--- config.mk ---
export PLATFORM = sky130hd
export DESIGN_NAME = load_scoreboard
export DESIGN_NICKNAME = d
export VERILOG_FILES = /design/src/rtl/load_scoreboard.sv
export SDC_FILE = /design/constraint.sdc
export NUM_CORES = 1
export LEC_CHECK = 0
export CORE_ASPECT_RATIO = 1.5
export CORE_MARGIN = 1.5
export CORE_UTILIZATION = 40
export DETAILED_ROUTE_END_ITERATION = 16
export PLACE_DENSITY = 0.72
export SLEW_MARGIN = 25
export SYNTH_ARGS = -nofsm -noshare
export SYNTH_HDL_FRONTEND = slang
export SYNTH_SLANG_ARGS = --single-unit
--- constraint.sdc ---
create_clock -name clk -period 4.7 [get_ports clk]
set_clock_uncertainty 0.05 [all_clocks]
set_input_delay 1.41 -clock clk [delete_from_list [all_inputs] [get_ports clk]]
set_output_delay 1.41 -clock clk [all_outputs]
set_load 0.005 [all_outputs]
--- src/rtl/load_scoreboard.sv ---
// Load scoreboard: tracks rd of in-flight loads and gates decode issue on
// load-use, WAW and outstanding-limit hazards.
module load_scoreboard #(
   parameter int MAX_OUT = 2,
   parameter int CNT_W   = 3
) (
   input  logic             clk,
   input  logic             rstN,
   input  logic             decValid,
   input  logic [4:0]       decRs1,
   input  logic [4:0]       decRs2,
   input  logic             decUsesRs1,
   input  logic             decUsesRs2,
   input  logic [4:0]       decRd,
   input  logic             decRegWrite,
   input  logic             decIsLoad,
   input  logic             exReady,
   input  logic             flush,
   input  logic             memRespValid,
   input  logic [4:0]       memRespRd,
   output logic             stall,
   output logic             issue,
   output logic [31:0]      pendingMask,
   output logic [CNT_W-1:0] outstanding,
   output logic             protoErr
);

   logic [31:0]      pend_q, pend_d;
   logic [CNT_W-1:0] cnt_q, cnt_d;
   logic             err_q, err_d;

   logic hit1, hit2, hitRd;
   logic rawHaz, wawHaz, fullHaz;
   logic ldIssue;
   logic badResp;

   // A response returning this cycle is forwarded, so it never blocks.
   assign hit1  = decRs1 != 5'd0 && pend_q[decRs1] &&
                  !(memRespValid && memRespRd == decRs1);
   assign hit2  = decRs2 != 5'd0 && pend_q[decRs2] &&
                  !(memRespValid && memRespRd == decRs2);
   assign hitRd = decRd != 5'd0 && pend_q[decRd] &&
                  !(memRespValid && memRespRd == decRd);

   assign rawHaz  = decValid && ((decUsesRs1 && hit1) ||
                                 (decUsesRs2 && hit2));
   assign wawHaz  = decValid && decRegWrite && hitRd;
   assign fullHaz = decValid && decIsLoad &&
                    cnt_q == CNT_W'(MAX_OUT) && !memRespValid;

   assign stall   = rawHaz || wawHaz || fullHaz;
   assign issue   = decValid && !stall && exReady && !flush;
   assign ldIssue = issue && decIsLoad;

   assign badResp = memRespValid &&
                    (cnt_q == '0 ||
                     (memRespRd != 5'd0 && !pend_q[memRespRd]));

   always_comb begin
      pend_d = pend_q;
      cnt_d  = cnt_q;
      err_d  = err_q | badResp;
      if (memRespValid && memRespRd != 5'd0)
         pend_d[memRespRd] = 1'b0;
      // Set after clear so a same-cycle reissue to the same rd wins.
      if (ldIssue && decRd != 5'd0)
         pend_d[decRd] = 1'b1;
      pend_d[0] = 1'b0;
      if (ldIssue && !memRespValid)
         cnt_d = cnt_q + CNT_W'(1);
      else if (!ldIssue && memRespValid && cnt_q != '0)
         cnt_d = cnt_q - CNT_W'(1);
   end

   always_ff @(posedge clk or negedge rstN) begin
      if (!rstN) begin
         pend_q <= '0;
         cnt_q  <= '0;
         err_q  <= 1'b0;
      end else begin
         pend_q <= pend_d;
         cnt_q  <= cnt_d;
         err_q  <= err_d;
      end
   end

   assign pendingMask = pend_q;
   assign outstanding = cnt_q;
   assign protoErr    = err_q;

endmodule

==> out/qor.log <==
qor: status.run_status finished, final reports clean
qor: routing.via_count 3085
qor: yosys.post_synth_edffs 0
qor: clock_network.buffer_cell_driving_the_clock_tree_root sky130_fd_sc_hd__clkbuf_8
qor: global_route.grt.overflow.total 0
qor: yosys.async_flop_share 1.00
qor: routing.met3_wirelength 803 um
qor: floorplanning.ioPinCount 68
qor: placed_design.port_buffers 66
qor: setup_path.critPathTopFamily multiplexers
qor: floorplanning.die_w 73.6 um
qor: timing.timing.final.crit_share 0.990
qor: finish.n_antenna_cell 0
qor: setup_path.cp_slowest_cell sky130_fd_sc_hd__mux4_2
qor: pwr.switching_power 314 uW
qor: worst_hold_path.class_of_the_tightest_hold_or_removal_check flip-flop to flip-flop
qor: placed_design.dp_hpwl 7620 um
qor: yosys.synth_top_family_by_area multiplexers
qor: timing.maxSlewViolCount 0
qor: floorplanning.chipHeight 109 um
qor: clock_network.clk_path_buf_depth 2
qor: pwr.clock_power_share 0.274
qor: clock_network.clock_latency 0.29 ns
qor: global_route.grt_pass1_vias 3209
qor: routing.drt-total-wl 10400 um
qor: yosys.postSynthCellCount 297
qor: clock_network.cts_num_sinks 35
qor: finish.finalNetCount 427
qor: finish.drive_above_1_share 0.305
qor: setup_path.timing.critical_path.slowest_cell_delay 0.52 ns
qor: timing.fmaxAchievable 215 MHz
qor: routing.via_per_inst 6.21
qor: setup_path.critPathKind input pin to output port
qor: routing.wl_per_cell 20.9 um
qor: setup_path.critPathRequiredTime 3.24 ns
qor: routing.maxUsedRoutingLayer met4
qor: timing.final_count_of_negative_setup_slack_endpoints 0
qor: pwr.pwr-share-seq 0.382
qor: yosys.synthesis_stage_register_bit_count 35
qor: pwr.leakagePower 1.70 nW
qor: pwr.power.density 237 nW/um^2
qor: yosys.synth.mux.area_fraction 0.250
qor: global_route.track_usage 0.269
qor: floorplanning.core_area 7230 um^2
qor: setup_path.start_kind input pin
qor: global_route.grt_antenna_before_repair 0
qor: clock_network.cts_tree yes
qor: routing.route.met2.wl 5300 um
qor: yosys.synthFlopType sky130_fd_sc_hd__dfrtp_1
qor: flow_run.cap_violations 0
qor: global_route.grt_max_degree 36
qor: routing.met1Wirelength 3740 um
qor: setup_path.cp_num_buf_inv 2
qor: routing.route.detailed.drc 0
qor: yosys.synth-compound-area-share 0.206
qor: timing.layout_min_cycle_time 4.65 ns
qor: clock_network.clk_pin_slew_worst_paths 0.07 ns
qor: pwr.p_comb_frac 0.344
qor: yosys.synth-seq-area-share 0.293
qor: yosys.synth.cell_area 2990 um^2
qor: placed_design.final_estimated_routing_congestion_in_global_placement 0.997
qor: yosys.synth.lib_cells_used.distinct 59
qor: floorplanning.floorplan.initialDensity 0.414
qor: yosys.synth_simple_gate_area_share 0.142
qor: floorplanning.rows 38
qor: timing.fin_setup_tns 0 ns
qor: routing.initialDrtViolationCount 306
qor: global_route.grt_first_pass_wirelength 16100 um
qor: setup_path.crit_path_end_kind output port
qor: clock_network.htreeDepth 2
qor: routing.detailedRoute.firstPassIterationCount 7
qor: timing.rsz0062_at_grt false
qor: pwr.sw_frac_of_total 0.309
qor: clock_network.tritoncts.num_buffers 5
qor: timing.hold_viol_final 0
qor: floorplanning.dieArea 8020 um^2
qor: setup_path.worstPathCellList clkdlybuf4s15_2 -> mux4_2 -> mux2i_2 -> nand3b_1 -> o2111a_1 -> a211oi_4 -> and3_1 -> buf_2
qor: finish.fin_util 0.594
qor: yosys.synth_adder_area_share 0.00669
qor: setup_path.worst-endpoint-arrival 3.19 ns
qor: yosys.synth_nets 328
qor: routing.antenna_left 0
qor: setup_path.cp_max_fanout 3
qor: yosys.synth_xor_area_frac 0.0468
qor: yosys.yosysWarningCount 0
qor: pwr.internal-power 702 uW
qor: finish.synthToLayoutAreaGrowth 43.4%
qor: yosys.syn-mean-instance-area 10.1 um^2
qor: pwr.vdd_ir_drop_max 0.157 mV
qor: clock_network.cts_hold_buf 0
kinds of logic (layout without fill, tap and decap cells):
family | after synthesis | in the layout
other cells | 1 | 1
fa+ha+maj | 1 | 1
flops | 35 | 35
mux | 47 | 47
buf+inv | 34 | 134
xor+xnor | 16 | 16
simple gates | 66 | 66
compound gates | 97 | 97
synth_stat cells, types with 5 or more instances:
master	instances	share of area
sky130_fd_sc_hd__xnor2_1	7	0.020
sky130_fd_sc_hd__nand3_1	7	0.012
sky130_fd_sc_hd__xor2_1	9	0.026
sky130_fd_sc_hd__nand2_1	6	0.0075
sky130_fd_sc_hd__mux2i_1	18	0.060
sky130_fd_sc_hd__nand2b_1	7	0.015
sky130_fd_sc_hd__mux4_2	21	0.16
sky130_fd_sc_hd__o41ai_1	8	0.023
sky130_fd_sc_hd__inv_1	7	0.0088
sky130_fd_sc_hd__o21ai_1	15	0.025
sky130_fd_sc_hd__buf_2	6	0.010
sky130_fd_sc_hd__nor3_1	5	0.0084
sky130_fd_sc_hd__clkbuf_1	13	0.016
sky130_fd_sc_hd__o21ai_0	43	0.072
sky130_fd_sc_hd__dfrtp_1	35	0.29
sky130_fd_sc_hd__nand3b_1	13	0.033
routing by layer:
metal / GRT usage / vias to the layer above
met5: 0 / -
met3: 0.0351 / 40
li1: - / 1358
met4: 0.179 / 0
met1: 0.316 / 1486
met2: 0.450 / 201
repair_timing:
action	4_1_cts	5_1_grt
pin swaps	16	11
setup endpoints to repair	3	2
resized for setup	69	13
setup buffers	1	0
per-stage QoR:
stage	power, mW	worst slack, ns	cell area, um^2	hold WS (ns)	cells
2_1_floorplan	0.556	0.241	2990	0.401	297
3_3_place_gp	0.719	-0.889	4040	0.390	488
3_5_place_dp	0.728	-0.936	4040	0.394	488
4_1_cts	1.02	0.0318	4260	0.410	497
5_1_grt	1.07	0.00479	4290	0.425	497
6_report	1.02	0.0454	4290	0.402	497
final timing paths:
path | startpoint | end | slack [ns] | cells after the start
hold reg to reg | protoErr | protoErr | 0.40 | 1
min in group asynchronous | rstN | pendingMask[17] | 1.48 | 2
setup / recovery | decRs1[0] | issue | 0.05 | 8
setup reg to reg | pendingMask[5] | outstanding[1] | 1.33 | 10
hold / removal | protoErr | protoErr | 0.40 | 1
max in group asynchronous | rstN | pendingMask[14] | 2.79 | 2
final cells by class:
cell class              count  area, um^2
repair buffers            118        1070
flip-flops and latches     35         876
well taps                 100         125
multi-input cells         228        2070
fillers                   631        2940
clock inverters             2        35.0
clock buffers               6        82.6
inverters                   8        30.0
power groups by stage:
stage / registers [mW] / clock network, mW / logic [mW]
after floorplan: 0.370 / 0 / 0.186
after global placement: 0.391 / 0 / 0.328
final: 0.389 / 0.279 / 0.349
after detailed placement: 0.392 / 0 / 0.336
after CTS: 0.387 / 0.284 / 0.346
after global routing: 0.394 / 0.294 / 0.379
state kept, by name (all words and copies together) (netlist names):
name / count
outstanding: 3
protoErr: 1
pendingMask: 31
cell usage in the layout (no fill, tap or decap), types with 8 or more instances in the layout:
master,Yosys,routed
sky130_fd_sc_hd__o41ai_1,8,8
sky130_fd_sc_hd__dfrtp_1,35,35
sky130_fd_sc_hd__mux4_2,21,21
sky130_fd_sc_hd__o21ai_1,15,18
sky130_fd_sc_hd__mux2i_1,18,16
sky130_fd_sc_hd__buf_4,1,42
sky130_fd_sc_hd__clkdlybuf4s50_1,0,48
sky130_fd_sc_hd__xor2_1,9,9
sky130_fd_sc_hd__buf_6,3,11
sky130_fd_sc_hd__o21ai_0,43,40
sky130_fd_sc_hd__nand3b_1,13,13
sky130_fd_sc_hd__dlygate4sd2_1,0,8
Note: power is estimated with default switching activity, not from simulation.
